<file path="config.mk">
export PLATFORM = sky130hd
export DESIGN_NAME = seq_multiplier
export DESIGN_NICKNAME = d
export VERILOG_FILES = /design/src/rtl/rv32i_types.sv /design/src/rtl/us_multiplier.sv /design/src/rtl/seq_multiplier.sv
export SDC_FILE = /design/constraint.sdc
export NUM_CORES = 1
export LEC_CHECK = 0
export ABC_AREA = 1
export BUFFER_PORTS_ARGS = -buffer_cell sky130_fd_sc_hd__clkbuf_2
export CORE_AREA = 2 2 141 143
export DETAILED_ROUTE_END_ITERATION = 8
export DIE_AREA = 0 0 143 145
export PLACE_DENSITY = 0.8
export SYNTH_ARGS = -nofsm -noshare
export SYNTH_HDL_FRONTEND = slang
export SYNTH_SLANG_ARGS = --single-unit
</file>
<file path="constraint.sdc">
create_clock -name clk -period 2.8 [get_ports clk]
set_clock_uncertainty 0.05 [all_clocks]
set_input_delay 0.28 -clock clk [delete_from_list [all_inputs] [get_ports clk]]
set_output_delay 0.28 -clock clk [all_outputs]
set_load 0.01 [all_outputs]
</file>
<file path="src/rtl/rv32i_types.sv">
// Shared RV32 type definitions used across the execution units.
// Holds the M-extension funct3 encoding consumed by the multiplier.
// No logic; types only.
package rv32i_types;

  // M-extension funct3 field. Divide/remainder encodings are carried so the
  // type covers every 3-bit value; the multiplier treats them as mulhu.
  typedef enum logic [2:0] {
    MEX_MUL    = 3'b000,
    MEX_MULH   = 3'b001,
    MEX_MULHSU = 3'b010,
    MEX_MULHU  = 3'b011,
    MEX_DIV    = 3'b100,
    MEX_DIVU   = 3'b101,
    MEX_REM    = 3'b110,
    MEX_REMU   = 3'b111
  } mex_funct3_t;

endpackage

</file>
<file path="src/rtl/us_multiplier.sv">
// Unsigned 32x32 shift-add multiply core; one multiplier bit per cycle.
// Latency: 32 run cycles after load; last_o flags the final iteration.
// Ports: clk, rst (async active-low), load_i/a_i/b_i load operands,
//        run_i advances one iteration, product_o holds the 64-bit product.
module us_multiplier (
  input  logic        clk,
  input  logic        rst,
  input  logic        load_i,
  input  logic        run_i,
  input  logic [31:0] a_i,
  input  logic [31:0] b_i,
  output logic        last_o,
  output logic [63:0] product_o
);

  localparam int unsigned ITERS    = 32;
  localparam logic [4:0]  LAST_CNT = 5'(ITERS - 1);

  logic [63:0] product_q, product_d;
  logic [31:0] mcand_q, mcand_d;
  logic [4:0]  cnt_q, cnt_d;
  logic [32:0] sum;

  // The low half of product_q starts as the multiplier and shifts out one bit
  // per cycle while the partial sum fills in from the top; after 32 shifts the
  // register holds the full product.
  always_comb begin
    sum       = {1'b0, product_q[63:32]} + (product_q[0] ? {1'b0, mcand_q} : 33'd0);
    product_d = product_q;
    mcand_d   = mcand_q;
    cnt_d     = cnt_q;
    if (load_i) begin
      product_d = {32'h0, b_i};
      mcand_d   = a_i;
      cnt_d     = 5'd0;
    end else if (run_i) begin
      product_d = {sum, product_q[31:1]};
      cnt_d     = cnt_q + 5'd1;
    end
  end

  always_ff @(posedge clk or negedge rst) begin
    if (!rst) begin
      product_q <= 64'h0;
      mcand_q   <= 32'h0;
      cnt_q     <= 5'd0;
    end else begin
      product_q <= product_d;
      mcand_q   <= mcand_d;
      cnt_q     <= cnt_d;
    end
  end

  assign last_o    = run_i && (cnt_q == LAST_CNT);
  assign product_o = product_q;

endmodule

</file>
<file path="src/rtl/seq_multiplier.sv">
// Sequential RV32M multiplier: mul, mulh, mulhsu, mulhu over a shift-add core.
// Latency: start accepted in IDLE; 32 MUL cycles then one DONE cycle with fin.
// Ports: clk, rst (async active-low), op/start/multiplicand/multiplier in;
//        busy (MUL or DONE), fin (one-cycle strobe), result (selected half).
module seq_multiplier
  import rv32i_types::*;
(
  input  logic        clk,
  input  logic        rst,
  input  mex_funct3_t op,
  input  logic        start,
  input  logic [31:0] multiplicand,
  input  logic [31:0] multiplier,
  output logic        busy,
  output logic        fin,
  output logic [31:0] result
);

  localparam logic [1:0] S_IDLE = 2'd0;
  localparam logic [1:0] S_MUL  = 2'd1;
  localparam logic [1:0] S_DONE = 2'd2;

  logic [1:0]  state_q, state_d;
  logic        hi_sel_q, hi_sel_d;  // 1: upper product half
  logic        neg_q, neg_d;        // operand signs differ
  logic        a_signed, b_signed;
  logic        a_neg, b_neg;
  logic [31:0] a_mag, b_mag;
  logic        accept;
  logic        core_last;
  logic [63:0] core_prod;
  logic [63:0] prod_signed;

  // Any funct3 outside the multiply group falls through to unsigned (mulhu).
  always_comb begin
    a_signed = 1'b0;
    b_signed = 1'b0;
    case (op)
      MEX_MUL, MEX_MULH: begin
        a_signed = 1'b1;
        b_signed = 1'b1;
      end
      MEX_MULHSU: a_signed = 1'b1;
      default: ;
    endcase
  end

  // 0x80000000 negates to itself, which is the correct unsigned magnitude.
  assign a_neg  = a_signed & multiplicand[31];
  assign b_neg  = b_signed & multiplier[31];
  assign a_mag  = a_neg ? (~multiplicand + 32'd1) : multiplicand;
  assign b_mag  = b_neg ? (~multiplier + 32'd1) : multiplier;
  assign accept = (state_q == S_IDLE) && start;

  always_comb begin
    state_d  = state_q;
    hi_sel_d = hi_sel_q;
    neg_d    = neg_q;
    case (state_q)
      S_IDLE: begin
        if (start) begin
          state_d  = S_MUL;
          hi_sel_d = (op != MEX_MUL);
          neg_d    = a_neg ^ b_neg;
        end
      end
      S_MUL:   if (core_last) state_d = S_DONE;
      S_DONE:  state_d = S_IDLE;
      default: state_d = S_IDLE;
    endcase
  end

  always_ff @(posedge clk or negedge rst) begin
    if (!rst) begin
      state_q  <= S_IDLE;
      hi_sel_q <= 1'b0;
      neg_q    <= 1'b0;
    end else begin
      state_q  <= state_d;
      hi_sel_q <= hi_sel_d;
      neg_q    <= neg_d;
    end
  end

  us_multiplier u_core (
    .clk       (clk),
    .rst       (rst),
    .load_i    (accept),
    .run_i     (state_q == S_MUL),
    .a_i       (a_mag),
    .b_i       (b_mag),
    .last_o    (core_last),
    .product_o (core_prod)
  );

  // The core product is frozen outside MUL until the next load, so the
  // selected half stays stable from DONE until the next accepted start.
  assign prod_signed = neg_q ? (~core_prod + 64'd1) : core_prod;
  assign result      = hi_sel_q ? prod_signed[63:32] : prod_signed[31:0];
  assign busy        = (state_q == S_MUL) || (state_q == S_DONE);
  assign fin         = (state_q == S_DONE);

endmodule
</file>
; Word-level counts from Yosys, hierarchy flattened
; Cells that the tools add are included.
; W data, S select, Z words.
[word_totals]
ff_bits = 105
wordCells = 49
inputBits = 70
output_inout_bits = 34
[classes]
eq_ne = 7
n_mux = 14
n_reduce_logical = 11
bitwise_logic = 6
n_addsub = 5
[ops]
columns = op, count
row1 = $mux W64, 3
row2 = $mux W32, 4
row3 = $add A32 B1 Y32 const B, 2
row4 = $add A64 B1 Y64 const B, 1
row5 = $not A32 Y32, 2
row6 = $not A64 Y64, 1
row7 = $add A32 B33 Y33, 1
row8 = $mux W5, 2
row9 = $add A5 B1 Y5 const B, 1
row10 = $eq A5 B5 Y1 const B, 1
row11 = $mux W2, 2
row12 = $ne A2 B2 Y1 const B, 2
row13 = $pmux W2 S2, 1
row14 = $reduce_and A2 Y1, 2
row15 = $eq A3 B1 Y1 const B, 1
row16 = $eq A3 B2 Y1 const B, 1
row17 = $logic_not A3 Y1, 1
row18 = $reduce_bool A3 Y1, 1
row19 = $reduce_or A3 Y1, 1
row20 = $and A1 B1 Y1, 2
row21 = $eq A2 B1 Y1 const B, 1
row22 = $eq A2 B2 Y1 const B, 1
row23 = $logic_and A1 B1 Y1, 2
row24 = $logic_not A2 Y1, 1
row25 = 5 further kinds, 6

; Longest topological paths before layout
; Gate-level depths: netlist of the first run.
[depth]
ltp_word = 6
ltp_mapped = 18
depth_no_buf = 16

; Modules after synthesis
; From an unflattened synthesis of the first run, not the netlist that was laid out.
[unflattened]
hier_cells = 1951
hier_area_um2 = 11399.7
[modules_own_cells]
columns = mod, area_each_um2, instances, seq_area_each_um2, cells_each
row1 = us_multiplier, 6646.4, 1, 2527.4, 992
row2 = seq_multiplier, 4753.3, 1, 100.1, 959

; Least setup slack after synthesis of the first run
; No wires, ideal clock.
[synth_path]
path_kind = flip-flop to flip-flop
startpoint = register u_core.product_q[0], in the netlist u_core.product_o[0]
endpoint = register u_core.product_q[59], in the netlist u_core.product_o[59]
setup_ns = 0.117
path_slack_ns = 0.502
stages_incl_launch_ff = 18
synth_period_minus_slack_ns = 2.298
t_arrival_ns = 2.130
required_ns = 2.633
path_buffers = 2
path_cell_list = dfrtp_1 -> buf_6 -> clkbuf_1 -> nand2_1 -> inv_1 -> ha_1 -> inv_1 -> fa_1 -> inv_1 -> nand3_1 -> nand3_1 -> nand2_1 -> nand3_1 -> nand3_1 -> nand2_1 -> nand2_1 -> nand3_1 -> nand2_1
[synth_via]
elab_chain_len = 4
[synth_rtl]
columns = element, line_no
row1 = from (decl), us_multiplier.sv:19  ; logic [63:0] product_q, product_d;
row2 = from (signal assigned), us_multiplier.sv:48  ; product_q <= product_d;
row3 = $mux W32, us_multiplier.sv:28  ; sum = {1'b0, product_q[63:32]} + (product_q[0] ? {1'b0, mcand_q} : 33'd0);
row4 = $add A32 B33 Y33, us_multiplier.sv:28
row5 = $mux W64, us_multiplier.sv:36  ; end else if (run_i) begin
row6 = $mux W64, us_multiplier.sv:32  ; if (load_i) begin
; No other way between the ends. The select of a mux whose other input is x is not followed.
; A chain may end at the register's enable or synchronous reset.

; Worst setup path in the final report of the first run
[layout_path]
startpoint = register u_core.product_q[0], in the netlist u_core.product_o[0]
endpoint = output port result[0]
[layout_via]
elab_chain_len = 4
[layout_rtl]
columns = element, line_no
row1 = $not A64 Y64, seq_multiplier.sv:98  ; assign prod_signed = neg_q ? (~core_prod + 64'd1) : core_prod;
row2 = $add A64 B1 Y64, seq_multiplier.sv:98
row3 = $mux W64 (*), seq_multiplier.sv:98
row4 = $mux W32 (*), seq_multiplier.sv:99  ; assign result = hi_sel_q ? prod_signed[63:32] : prod_signed[31:0];
row5 = to (decl), seq_multiplier.sv:16  ; output logic [31:0] result
; Every way passes the cells marked *; elsewhere a longest branch is shown, timed or not.

==> flow_summary_export.csv, run 1 <==
group,metric,value,unit
final_layout,fin_cells,2328,
logic_synthesis,synth_fa_ha_area_frac,0.0468,
floorplan,core-area,19200,um^2
floorplan,start_util,0.593,
timing,slew_violations,0,
clocking,cts.root.buffer_cell,"clkbuf_16",
route,drt-initial-drc-count,1610,
place,place_congestion,1.02,
grt,grt_pass1_wl,60.8,mm
final_layout,seq_area,2630,um^2
power,power_leakage,6.88,nW
logic_synthesis,synth_top_area_share,0.231,
clocking,cts.sinks,105,
logic_synthesis,netlist_top_cells_area,"dfrtp_1 (23%), nand2_1 (23%), inv_1 (8.8%)",
final_layout,final_core_util,0.650,
floorplan,dieArea,20700,um^2
final_layout,multi_input_area,7490,um^2
power,total_power,0.0126,W
final_layout,finalNetCount,2170,
timing,rsz0062_at_grt,"false",
route,ant_nets,0,
logic_synthesis,syn-cell-area,11400,um^2
setup_path,arrival,2380,ps
logic_synthesis,yosys.area_share.xor_xnor,0.0154,
floorplan,die_h,145,um
place,hpwl,31.0,mm
logic_synthesis,ys_types,51,
route,wl_per_cell,16.5,um
timing,timing.slew.headroom,0.500,
setup_path,ff2ff_setup_slack,300,ps
timing,hold_viol,0,
route,viasPerCell,5.63,
timing,hold_slack,143,ps
final_layout,nFillCells,1889,
logic_synthesis,synthArstFlopShare,1.00,
setup_path,path_max_fanout,5,
grt,antenna_found_initial,0,
setup_path,critPathRequiredTime,2470,ps
min_path,hold_class,"input pin to flop",
logic_synthesis,ys_warn_count,0,
timing,period_needed,2710,ps
job,drv_cap,0,
clocking,cts_made_buffers,9,
logic_synthesis,syn_avg_cell_area,5.76,um^2
logic_synthesis,synthFlopType,"dfrtp_1",
power,vdd_drop_max,1.01,mV
grt,overflow,0,
logic_synthesis,synth_compound_area_frac,0.128,
setup_path,cp-start-kind,"flop",
timing,worst_pin_slew,750,ps
grt,grt_pass1_vias,11700,
clocking,cts_tree,"done",
floorplan,rows,51,
timing,fin_crit_sh,0.967,
place,port_buffers,103,
logic_synthesis,synth_seq_cells,105,
logic_synthesis,synth_top_family_by_area,"simple AND/OR/NAND/NOR gates",
clocking,clk_pin_slew,80,ps
timing,setup_viol,0,
clocking,ctsHtreeMaxLevel,3,
route,vias,13100,
logic_synthesis,synth-simple-area-share,0.466,
clocking,clk_latency,360,ps
logic_synthesis,yosysMostFrequentCell,"nand2_1",
final_layout,diodes,0,
setup_path,worstSetupPathType,"flop to primary output",
logic_synthesis,seq_area_frac_synth,0.231,
logic_synthesis,synth_nets,2090,
place,dpl.cell_count,2311,
min_path,hold_depth,3,
logic_synthesis,synth_cells,1978,
setup_path,r2r_cells,15,
grt,grt_start_max_net_pins,68,
setup_path,end_kind,"primary output",
logic_synthesis,synthTopCellsByCount,"nand2_1 (694), inv_1 (266), nor2_1 (226)",
route,drt_pass1_iterations,6,
logic_synthesis,muxShareOfSynthArea,0,
route,routed_wl,38.4,mm
clocking,clk_path_buf_depth,2,
floorplan,fp.dieW,143,um
route,drc,0,
final_layout,area_growth_syn_to_layout,9.56,%
timing,fmax,0.369,GHz
final_layout,drive_gt1_frac,0.115,
grt,grt_usage,0.369,
clocking,post-cts-setup-buffers,0,
run_status,status,"complete, no violations",
timing,fin_tns_setup,0,ps
floorplan,ios,104,
power,powerDensity,1010,nW/um^2
logic_synthesis,synth_edf_count,0,
logic_synthesis,synth_top_cell_by_area,"dfrtp_1",
==> stage by stage <==
stage | cell area (um^2) | setup WS (ps)
5_1_grt | 12500 | 0.484
2_1_floorplan | 11400 | 502
4_1_cts | 12500 | 94.3
3_3_place_gp | 12200 | 338
3_5_place_dp | 12200 | 341
6_report | 12500 | 92.4
==> kinds of logic (layout without fill, tap and decap cells) <==
group           count (synthesis)  in the layout
simple gates                 1227           1227
buf+inv                       332            417
compound gates                252            252
flops                         105            105
fa+ha+maj                      42             42
xor+xnor                       20             20
==> timing repair <==
action,in CTS,in global routing
hold buffers,1,0
setup endpoints to repair,0,7
resized for setup,0,5
endpoints found under the hold margin,35,0
==> worst max-delay path, cell delays in order (launching register included) <==
cell,delay (ps)
dfrtp_2,470
inv_2,100
ha_1,210
nand3_4,140
nor2_4,180
nand3_2,100
nand2_2,120
nand2_2,110
xor2_1,150
o21ai_1,240
clkbuf_2,190
==> cell type report <==
cell class	instances	share of cell area
multi-input combinational	1541	0.600
tap	265	0.0266
clock buffer	9	0.0180
inverter	280	0.0845
clock inverter	7	0.00561
timing repair buffer	121	0.0545
sequential	105	0.211
==> state kept, by name, summed over array words and instances (netlist names) <==
signal	cells
u_core.product_o	64
u_core.mcand_q	32
u_core.cnt_q	5
state_q	2
hi_sel_q	1
neg_q	1
==> path summary, 6_finish.rpt <==
kind,from,end
setup / recovery,u_core.product_o[0]$_DFFE_PN0P_,result[0]
hold / removal,multiplicand[20],u_core.mcand_q[20]$_DFFE_PN0P_
setup reg to reg,u_core.product_o[0]$_DFFE_PN0P_,u_core.product_o[47]$_DFFE_PN0P_
hold reg to reg,u_core.mcand_q[30]$_DFFE_PN0P_,u_core.mcand_q[30]$_DFFE_PN0P_
max in group asynchronous,rst,u_core.product_o[0]$_DFFE_PN0P_
min in group asynchronous,rst,u_core.product_o[13]$_DFFE_PN0P_
==> report_power, final <==
part	internal [W]	switching, W	leakage (nW)
Combinational	0.00271	0.00548	5.40
Clock	0.000630	0.000656	0.147
Sequential	0.00214	0.000961	1.33
==> routing by layer <==
metal / vias to the layer above / part of all wire / track usage
met5: - / 0 / 0
met1: 5892 / 0.44 / 0.558
met4: 0 / 0.030 / 0.105
met3: 69 / 0.11 / 0.0667
met2: 687 / 0.42 / 0.534
li1: 6470 / - / -
==> layout by cell type, fill, tap and decap left out, drive strengths merged <==
cell type    Yosys  final
or2             10     10
clkinv           1      5
nor2           256    256
nand3          169    169
fa               1      1
a32o             1      1
o21ai          119    119
o21bai          11     11
a21oi           68     68
dlygate4sd3      0      1
clkbuf          23    111
xnor2            6      6
ha              41     41
a21o             3      3
a21boi           1      1
nand4           32     32
o31ai            5      5
a31oi            7      7
buf             29     18
xor2            14     14
o21a             1      1
nand3b          11     11
nand2          717    717
inv            279    282
and3             2      2
a22o             1      1
a22oi            1      1
nor4             7      7
o22ai           17     17
dfrtp          105    105
o221ai          10     10
nor3b            1      1
nor3            20     20
o211ai           7      7
and2             2      2
Note: power is estimated with default switching activity, not from simulation.
==> run 2: changes to the inputs <==
Settings changed: ABC_AREA 1 to not set, CORE_AREA 2 2 141 143 to 2 2 128 130, DIE_AREA 0 0 143 145 to 0 0 130 132.
==> flow_summary_export.csv, run 2 <==
group,metric,value,unit
run_status,status,"finished, violations left",
run_status,violations,"setup timing",
grt,antenna_found_initial,1,
route,vias,10500,
power,power_leakage,5.70,nW
final_layout,diodes,0,
route,drt_pass1_iterations,8,
setup_path,path_max_fanout,3,
power,p_sw,0.00702,W
grt,grt_start_max_net_pins,85,
clocking,ctsHtreeMaxLevel,3,
route,wl_per_cell,20.3,um
setup_path,end_kind,"primary output",
setup_path,worstSetupPathType,"flop to primary output",
timing,timing.slew.headroom,0.330,
place,dpl_cell_area,11200,um^2
logic_synthesis,synthArstFlopShare,1.00,
logic_synthesis,seq_area_frac_synth,0.282,
timing,worst_slack,-705,ps
logic_synthesis,synth_nets,1292,
final_layout,final_core_util,0.805,
power,total_power,0.0144,W
logic_synthesis,synth_top_area_share,0.282,
setup_path,max_stage_delay,580,ps
logic_synthesis,syn_avg_cell_area,7.88,um^2
timing,fin_tns_setup,-20850,ps
job,drv_cap,0,
floorplan,die_h,132,um
power,seqPwrFrac,0.202,
grt,grt_usage,0.338,
logic_synthesis,ys_warn_count,0,
final_layout,layout_commonest_cell,"buf_4",
clocking,clk_pin_slew,80,ps
logic_synthesis,synth_seq_cells,105,
floorplan,fp.dieW,130,um
clocking,clk_latency,370,ps
route,drc,0,
floorplan,ios,104,
route,drt-initial-drc-count,1170,
floorplan,rows,46,
clocking,cts_tree,"done",
clocking,cts.sinks,105,
setup_path,cp_slowest_cell,"or4b_4",
logic_synthesis,synthTopCellsByCount,"nand2_1 (152), o21ai_0 (130), dfrtp_1 (105)",
final_layout,drive_gt1_frac,0.328,
route,routed_wl,33.2,mm
place,hpwl,20.7,mm
logic_synthesis,syn-cell-area,9300,um^2
timing,setup_viol,53,
floorplan,start_util,0.592,
logic_synthesis,ys_types,63,
grt,grt_pass1_vias,9457,
timing,fmax,0.285,GHz
logic_synthesis,synth_top_cell_by_area,"dfrtp_1",
power,p_int,0.00735,W
timing,worst_pin_slew,1000,ps
timing,hold_viol,0,
logic_synthesis,netlist_top_cells_area,"dfrtp_1 (28%), o21ai_0 (7.0%), xnor2_1 (6.9%)",
logic_synthesis,synth_cells,1180,
final_layout,stdcell_area,12700,um^2
place,port_buffers,103,
final_layout,largest_reg_flops,64,
final_layout,area_growth_syn_to_layout,36.0,%
power,p_clk_frac,0.095,
grt,overflow,0,
setup_path,cpMostUsedCell,"buf_6",
place,dpl.cell_count,1599,
place,place_congestion,0.939,
clocking,cts.root.buffer_cell,"clkbuf_16",
floorplan,core-area,15700,um^2
clocking,cts_made_buffers,9,
route,viasPerCell,6.40,
min_path,hold_class,"input pin to flop",
power,vdd_drop_max,0.899,mV
timing,rsz0062_at_grt,"true",
timing,slew_violations,0,
setup_path,critPathRequiredTime,2470,ps
power,p_comb_frac,0.703,
final_layout,final_cell_mix,"buf_4 (169), nand2_1 (142), o21ai_0 (105)",
logic_synthesis,yosysMostFrequentCell,"nand2_1",
power,p_sw_frac,0.488,
setup_path,crit_buf_inv,4,
final_layout,fin_cells,1640,
route,ant_nets,0,
logic_synthesis,synthFlopType,"dfrtp_1",
power,powerDensity,1140,nW/um^2
logic_synthesis,synth_edf_count,0,
setup_path,crit_family,"simple AND/OR/NAND/NOR gates",
setup_path,path_cells,"buf_6 -> buf_6 -> inv_1 -> ha_2 -> nand2b_4 -> nor3_4 -> nand3_2 -> or4b_4 -> a21oi_2 -> xnor2_1 -> nand2_1 -> o21ai_0 -> clkbuf_2",
floorplan,dieArea,17200,um^2
setup_path,arrival,3170,ps
timing,period_needed,3500,ps
clocking,clk_path_buf_depth,2,
timing,fin_crit_sh,1.25,
setup_path,cp-start-kind,"flop",
final_layout,finalNetCount,1531,
grt,grt_pass1_wl,46.7,mm
run 2: changes by cell type after synthesis, moves of 22 or more:
cell      before  now
xnor2_1        6   73
nand2_1      694  152
inv_1        266   22
o31ai_1        5   30
and2_1         2   36
nand4_1       32   10
mux2i_1        0   49
xor2_1        14   70
nor2_1       226  103
clkbuf_1      23   56
nand3_1      161   25
o21ai_0       91  130
run 2: area by class of cell:
| class | instances | area (um^2) |
|---|---|---|
| inverter | 22 | 82.6 |
| fill | 960 | 3060 |
| timing repair buffer | 292 | 2080 |
| clock buffer | 9 | 225 |
| tap | 216 | 270 |
| sequential | 105 | 2630 |
| clock inverter | 7 | 78.8 |
| multi-input combinational | 989 | 7290 |
run 2: power groups by stage:
stage	sequential [W]	combinational, W	clock (W)
4_1_cts	0.00282	0.00880	0.00135
3_3_place_gp	0.00278	0.00817	0
2_1_floorplan	0.00274	0.00521	0
3_5_place_dp	0.00282	0.00836	0
5_1_grt	0.00297	0.0108	0.00140
6_report	0.00291	0.0101	0.00136
run 2: kinds of logic (layout without fill, tap and decap cells):
logic type               Yosys count  in the layout  synth area share
XOR/XNOR                         143            143             0.135
multiplexers                      50             50            0.0539
AND/OR/NAND/NOR                  432            432             0.227
flip-flops                       105            105             0.282
AO/OA/AOI/OAI                    322            322             0.209
adder cells (fa/ha/maj)           42             42            0.0573
buffers and inverters             86            330            0.0350
run 2: worst register-to-register path, delay by kind of cell (launching register included):
| kind | cells | cell delay, ps |
|---|---|---|
| DFF | 1 | 380 |
| adders and majority gates | 2 | 520 |
| AOI/OAI and AO/OA | 6 | 1030 |
| and+or+nand+nor | 3 | 370 |
| buffers and inverters | 6 | 760 |
run 2: through the flow:
stage | worst slack (ps) | hold slack [ps]
after floorplan | -141 | -65.6
after detailed placement | -300 | 315
after global routing | -810 | 200
after CTS | -604 | 147
final | -705 | 144
after global placement | -296 | 311
run 2: timing repair:
| action | 4_1_cts | 5_1_grt |
|---|---|---|
| setup buffers | 9 | 18 |
| gates cloned | 0 | 1 |
| endpoints found under the hold margin | 51 | 0 |
| endpoints found under the setup margin | 48 | 50 |
| pin swaps | 34 | 48 |
| resized for setup | 92 | 121 |
| hold buffers | 1 | 0 |
run 2: per-layer routing:
metal	share of wire	vias up	global-route usage
met1	0.38	4950	0.438
met2	0.48	679	0.555
met3	0.084	201	0.0743
li1	-	4670	-
met5	0.00039	-	0
met4	0.061	2	0.121
run 2: path summary, 6_finish.rpt:
path	from	cells after the start	slack, ps	endpoint
min	op[0]	3	140	hi_sel_q$_DFFE_PN0P_
max in group asynchronous	rst	3	1400	u_core.mcand_q[9]$_DFFE_PN0P_
max reg2reg	u_core.product_o[0]$_DFFE_PN0P_	17	-390	u_core.product_o[57]$_DFFE_PN0P_
min reg2reg	u_core.mcand_q[31]$_DFFE_PN0P_	2	420	u_core.mcand_q[31]$_DFFE_PN0P_
min in group asynchronous	rst	2	450	u_core.cnt_q[2]$_DFFE_PN0P_
max	u_core.product_o[0]$_DFFE_PN0P_	13	-700	result[20]
